===== src/rtl/pipe_ctrl_pkg.sv =====
// Shared definitions for the pipeline control blocks: FSM state encoding
// and the default statistics counter width.
package pipe_ctrl_pkg;

  typedef enum logic [1:0] {
    ST_RUN    = 2'd0,
    ST_STALL  = 2'd1,
    ST_DRAIN  = 2'd2,
    ST_HALTED = 2'd3
  } pipe_state_t;

  localparam int NB_CNT_DEF = 32;

endpackage


===== src/rtl/sat_counter.sv =====
// Up-counter with enable and synchronous clear that sticks at all-ones
// instead of wrapping.
module sat_counter #(
  parameter int W = 32
) (
  input  logic         clk,
  input  logic         rst_n,
  input  logic         clr,
  input  logic         en,
  output logic [W-1:0] cnt
);

  // Count up on enable; hold once every bit is set.
  always_ff @(posedge clk or negedge rst_n) begin
    if (!rst_n) begin
      cnt <= '0;
    end else if (clr) begin
      cnt <= '0;
    end else if (en && (cnt != {W{1'b1}})) begin
      cnt <= cnt + W'(1);
    end
  end

endmodule


===== src/rtl/stall_ctrl.sv =====
// Pipeline stall/flush controller for the 5-stage core.
// Drives the PC / IF-ID write enables, IF-ID flush and ID-EX bubble from the
// hazard, branch-flush and HALT requests, drains the back end on HALT and
// freezes completely while i_valid is low.
// Build option: define STALL_STATS_EN to implement the stall/flush statistics
// counters and the consecutive-stall watchdog; otherwise those ports read 0.
//
// state     | meaning
// ----------+--------------------------------------------------------------
// ST_RUN    | normal flow, requests resolved in priority hazard>halt>flush
// ST_STALL  | previous cycle stalled on a hazard
// ST_DRAIN  | HALT in ID, bubbling while EX/MEM/WB empty out
// ST_HALTED | pipeline drained, frozen until reset
module stall_ctrl
  import pipe_ctrl_pkg::*;
#(
  parameter int NB_CNT       = NB_CNT_DEF,
  parameter int MAX_STALL    = 4,
  parameter int DRAIN_CYCLES = 3
) (
  input  logic              i_clock,
  input  logic              i_reset,
  input  logic              i_valid,
  input  logic              i_hazard,
  input  logic              i_flush_req,
  input  logic              i_halt,
  output logic              o_pc_we,
  output logic              o_ifid_we,
  output logic              o_ifid_flush,
  output logic              o_idex_bubble,
  output logic              o_halted,
  output logic              o_stall_err,
  output logic [NB_CNT-1:0] o_stall_cnt,
  output logic [NB_CNT-1:0] o_flush_cnt
);

  localparam int DW = (DRAIN_CYCLES > 1) ? $clog2(DRAIN_CYCLES + 1) : 1;

  pipe_state_t   state, state_nxt;
  logic [DW-1:0] drain_cnt, drain_nxt;
  logic          pc_we, ifid_we, ifid_flush, idex_bubble;
  logic          stall_evt, halt_evt, flush_evt;

  // State and drain counter; the next-state logic already holds them when
  // i_valid is low.
  always_ff @(posedge i_clock or negedge i_reset) begin
    if (!i_reset) begin
      state     <= ST_RUN;
      drain_cnt <= '0;
    end else begin
      state     <= state_nxt;
      drain_cnt <= drain_nxt;
    end
  end

  // Mealy enables and next state. A branch or HALT seen together with a
  // hazard is not accepted; ID presents it again once the hazard clears.
  always_comb begin
    state_nxt   = state;
    drain_nxt   = drain_cnt;
    pc_we       = 1'b0;
    ifid_we     = 1'b0;
    ifid_flush  = 1'b0;
    idex_bubble = 1'b0;
    stall_evt   = 1'b0;
    halt_evt    = 1'b0;
    flush_evt   = 1'b0;
    if (i_valid) begin
      case (state)
        ST_RUN, ST_STALL: begin
          if (i_hazard) begin
            idex_bubble = 1'b1;
            stall_evt   = 1'b1;
            state_nxt   = ST_STALL;
          end else if (i_halt) begin
            idex_bubble = 1'b1;
            halt_evt    = 1'b1;
            state_nxt   = ST_DRAIN;
            drain_nxt   = DW'(DRAIN_CYCLES - 1);
          end else if (i_flush_req) begin
            pc_we      = 1'b1;
            ifid_we    = 1'b1;
            ifid_flush = 1'b1;
            flush_evt  = 1'b1;
            state_nxt  = ST_RUN;
          end else begin
            pc_we     = 1'b1;
            ifid_we   = 1'b1;
            state_nxt = ST_RUN;
          end
        end
        ST_DRAIN: begin
          idex_bubble = 1'b1;
          // The halt cycle itself is the first of the drain cycles, so the
          // last DRAIN cycle is the one that decrements the count to zero.
          if (drain_cnt <= DW'(1)) begin
            drain_nxt = '0;
            state_nxt = ST_HALTED;
          end else begin
            drain_nxt = drain_cnt - DW'(1);
          end
        end
        ST_HALTED: begin
          state_nxt = ST_HALTED;
        end
        default: begin
          state_nxt = ST_RUN;
        end
      endcase
    end
  end

  // While reset is held the state decodes as RUN, so the enables are masked
  // to keep the pipeline frozen until reset is released.
  assign o_pc_we       = pc_we & i_reset;
  assign o_ifid_we     = ifid_we & i_reset;
  assign o_ifid_flush  = ifid_flush & i_reset;
  assign o_idex_bubble = idex_bubble & i_reset;
  assign o_halted      = (state == ST_HALTED);

`ifdef STALL_STATS_EN
  localparam int RL_W = $clog2(MAX_STALL + 2);

  logic [RL_W-1:0] run_len;
  logic            stall_err;

  // Consecutive-stall length, saturating one past the watchdog limit.
  always_ff @(posedge i_clock or negedge i_reset) begin
    if (!i_reset) begin
      run_len <= '0;
    end else if (stall_evt) begin
      if (run_len < RL_W'(MAX_STALL + 1)) begin
        run_len <= run_len + RL_W'(1);
      end
    end else if (i_valid) begin
      run_len <= '0;
    end
  end

  // Sticky watchdog: flags a stall about to run past MAX_STALL cycles.
  always_ff @(posedge i_clock or negedge i_reset) begin
    if (!i_reset) begin
      stall_err <= 1'b0;
    end else if (stall_evt && (run_len >= RL_W'(MAX_STALL))) begin
      stall_err <= 1'b1;
    end
  end

  assign o_stall_err = stall_err;

  // Every RUN/STALL cycle with the PC held counts as a stall (hazard or HALT).
  sat_counter #(.W(NB_CNT)) u_stall_cnt (
    .clk   (i_clock),
    .rst_n (i_reset),
    .clr   (1'b0),
    .en    (stall_evt | halt_evt),
    .cnt   (o_stall_cnt)
  );

  sat_counter #(.W(NB_CNT)) u_flush_cnt (
    .clk   (i_clock),
    .rst_n (i_reset),
    .clr   (1'b0),
    .en    (flush_evt),
    .cnt   (o_flush_cnt)
  );
`else
  logic [34:0] unused_stats;
  assign unused_stats = {stall_evt, halt_evt, flush_evt, 32'(MAX_STALL)};

  assign o_stall_err = 1'b0;
  assign o_stall_cnt = '0;
  assign o_flush_cnt = '0;
`endif

endmodule


===== config.mk =====
export PLATFORM = sky130hd
export DESIGN_NAME = stall_ctrl
export DESIGN_NICKNAME = d
export VERILOG_FILES = /design/src/rtl/pipe_ctrl_pkg.sv /design/src/rtl/sat_counter.sv /design/src/rtl/stall_ctrl.sv
export SDC_FILE = /design/constraint.sdc
export NUM_CORES = 1
export LEC_CHECK = 0
export CORE_MARGIN = 4
export CORE_UTILIZATION = 28
export CTS_CLUSTER_DIAMETER = 150
export DETAILED_ROUTE_END_ITERATION = 16
export HOLD_SLACK_MARGIN = 0.12
export PLACE_DENSITY = 0.82
export SLEW_MARGIN = 40
export SYNTH_ARGS = -nofsm -noshare
export SYNTH_HDL_FRONTEND = slang
export SYNTH_HIERARCHICAL = 1
export SYNTH_SLANG_ARGS = --single-unit
export TNS_END_PERCENT = 10

===== constraint.sdc =====
create_clock -name i_clock -period 1.68 [get_ports i_clock]
set_clock_uncertainty 0.15 [all_clocks]
set_input_delay 0.252 -clock i_clock [delete_from_list [all_inputs] [get_ports i_clock]]
set_output_delay 0.252 -clock i_clock [all_outputs]
set_load 0.01 [all_outputs]

==> impl_summary.txt <==
----------------------------------------------------
[Floorplanning]
  Top-level port count ... 76
  Core region area ... around 2500 sq um
  Die outline width ... between 50 and 60 microns
  Standard-cell rows ... 18
  Initial Util ... 0.294
  Overall die area ... 3450 sq um
  Floorplan die height ... slightly below 60 microns

[Synthesis]
  Syn avg cell area ... 7.92 sq um
  Synth warn ... 6
  Total of flip-flops plus latches after synthesis ... 4
  Number of different library cells in the post-synthesis netlist ... 15
  Cell count after synthesis ... a little over 90
  Combined area of all synthesized cells ... about 720 sq um
  Top area cells in the synthesized netlist ... buf_4, dfrtp_1, a22o_1
  Post-synth top area cell ... buf_4
  Synth top area share ... 0.688
  Seq/Total Area, Yosys ... 0.139

[Worst setup path]
  Crit path arrival time ... between 1000 and 1500 ps
  Setup crit start kind ... input pin
  CP Data Required Time ... between 1000 and 1500 ps
  Setup crit end kind ... primary output
  Maximum fanout encountered on the critical timing path ... 3
  Critical setup path kind ... input pin to primary output

[STA]
  Final hold viol count ... 0
  Aggregate negative setup slack ... 0 ps
  RSZ-0062 raised after global routing ... true
  Final slew viol count ... 0
  Final period demand of the worst path ... 1630 ps
  Hold slack ... between 200 and 250 ps
  Final period util ... 0.972
  Max Clk Rate ... 612 MHz
  Number of setup violations in the final report ... 0

[Layout]
  Final standard cell area without fillers ... just under 700 sq um
  Final net count ... roughly 120
  Multi-input gate area ... roughly 380 sq um
  Ratio of cells with drive above 1 in the final layout ... 0.183
  Ant diodes ... 0
  P&R area growth vs syn ... -6.08%
  Sequential cell area ... about 100 sq um
  Number of inserted filler cells in the final layout ... 284

[GRT]
  Grt total ovfl ... 0
  Antenna violations before repair ... 0
  Pin count of the biggest net entering global routing ... 8
  Via count of the first global-routing pass ... ~300
  Global-route total usage across every layer ... 0.0483
  Global-route wire length before repair ... between 1 and 1.5 mm

[Route]
  Vias per cell ... between 2 and 3
  Average wire per cell in the routed design ... 7.36 microns
  Routed vias ... between 400 and 500
  First-iteration detailed-routing DRC count ... 4
  Detailed-router iteration count before antenna repair ... 2
  Residual antenna-violating net count after detailed routing ... 0
  Residual DRC ... 0
  Final routed wirelength across all metal layers ... 1.02 mm

[Clocking]
  Deepest clock path buffer count ... 2
  Hold-fix buffers, CTS ... 0
  Clock root buffer ... clkbuf_4
  Num CTS Buffers ... 3
  Clock-pin slew reported for the worst setup and hold paths after clock tree synthesis ... ~40 ps
  CTS H-Tree Depth ... 1
  Clk Latency, worst-skew pair ... 230 ps
  Clock Sinks ... 4
  CTS tree ... built

[Placed design]
  Detailed placer's ending HPWL ... about 910 microns
  Placed Instance Area ... about 660 sq um
  Count of input and output buffers ... 10
  GP Congestion ... 0.642

[Power and ir drop]
  IR Drop Worst-Case VDD ... 0.117 mV
  Cell area power density ... roughly 450 nW/um^2
  Leakage power ... around 0.38 nW
  Final Power ... around 0.30 mW

[Hold path]
  Worst hold-check path type ... input pin to asynchronous set/reset pin

[Run]
  Max-capacitance violation count ... 0

[Outcome]
  Status ... complete, no violations

----------------------------------------------------
==> power breakdown <==
part | internal, mW | leakage, nW | total (mW) | switching [mW]
logic | 0.0160 | 0.326 | 0.0937 | 0.0777
registers | 0.0972 | 0.0402 | 0.0975 | 0.000239
clock network | 0.0795 | 0.0138 | 0.114 | 0.0340
total | 0.193 | 0.380 | 0.305 | 0.112
==> registers in the layout, summed over array words and instances (netlist names) <==
register,cells
drain_cnt,2
state,2
==> stage by stage <==
| stage | setup slack [ps] | cells | utilization |
|---|---|---|---|
| global placement | -487 | 136 | 0.267 |
| finish | 46.4 | 139 | 0.276 |
| floorplan | 243 | 155 | - |
| global route | -25.9 | 139 | 0.276 |
| detailed placement | -548 | 136 | 0.267 |
| CTS | -5.24 | 139 | 0.274 |
==> logic make-up after synthesis <==
| logic type | Yosys count | synth area share |
|---|---|---|
| other | 1 | 0.00520 |
| buffers and inverters | 67 | 0.693 |
| DFF | 4 | 0.139 |
| and+or+nand+nor | 11 | 0.0920 |
| AOI/OAI and AO/OA | 8 | 0.0712 |
==> final timing paths <==
kind / cells after the start / to / slack [ps] / from
min in group i_clock: 1 / drain_cnt[0]$_DFFE_PN0P_ / 400 / drain_cnt[0]$_DFFE_PN0P_
setup reg to reg: 3 / drain_cnt[0]$_DFFE_PN0P_ / 470 / state[0]$_DFFE_PN0P_
max in group asynchronous: 2 / state[1]$_DFFE_PN0P_ / 1030 / i_reset
hold reg to reg: 1 / drain_cnt[0]$_DFFE_PN0P_ / 400 / drain_cnt[0]$_DFFE_PN0P_
hold / removal: 2 / state[0]$_DFFE_PN0P_ / 250 / i_reset
setup / recovery: 4 / o_ifid_flush / 50 / i_reset
==> critical path: stages <==
cell and delay, ps:
clkdlybuf4s50_1 540, and3_4 210, and2_1 110, buf_2 120
==> synthesized netlist by cell type <==
| cell type | n |
|---|---|
| a21o_2 | 1 |
| o21ai_0 | 2 |
| and2_1 | 2 |
| inv_1 | 1 |
| and3_2 | 1 |
| dfrtp_1 | 4 |
| nand2_1 | 2 |
| nor2_1 | 1 |
| nor3b_2 | 1 |
| buf_4 | 66 |
| nor2b_1 | 2 |
| a22o_1 | 2 |
| conb_1 | 1 |
| a21oi_1 | 3 |
| nor3_1 | 2 |
==> layout by cell type (no fill, tap or decap), drive strengths merged, types with 2 or more instances in the layout <==
cell type / Yosys / routed
a21oi: 3 / 3
a22o: 2 / 2
and2: 2 / 2
buf: 66 / 10
clkbuf: 0 / 4
clkdlybuf4s50: 0 / 3
conb: 1 / 65
dfrtp: 4 / 4
dlygate4sd2: 0 / 2
nand2: 2 / 2
nor2b: 2 / 2
nor3: 2 / 2
o21ai: 2 / 2
==> layer usage <==
layer  wire (microns)  vias to the layer above  part of all wire  GRT usage
li1                 -                      190                 -          -
met1              272                      176              0.27     0.0477
met2              518                       38              0.51     0.0678
met3              232                        0              0.23     0.0285
met4                0                        0                 0     0.0485
met5                0                        -                 0          0
==> area by class of cell <==
cell class,instances,share of cell area
clock buffers,3,0.0333
flip-flops and latches,4,0.148
multi-input cells,84,0.555
repair buffers,17,0.203
inverters,1,0.00555
well taps,30,0.0555
==> timing repair <==
| item | 4_1_cts | 5_1_grt |
|---|---|---|
| resized for setup | 19 | 3 |
| pin swaps | 2 | 2 |
| endpoints found under the hold margin | 0 | 0 |
| buffers inserted | 0 | 0 |
| setup endpoints to repair | 5 | 4 |
Note: power is estimated with default switching activity, not from simulation.
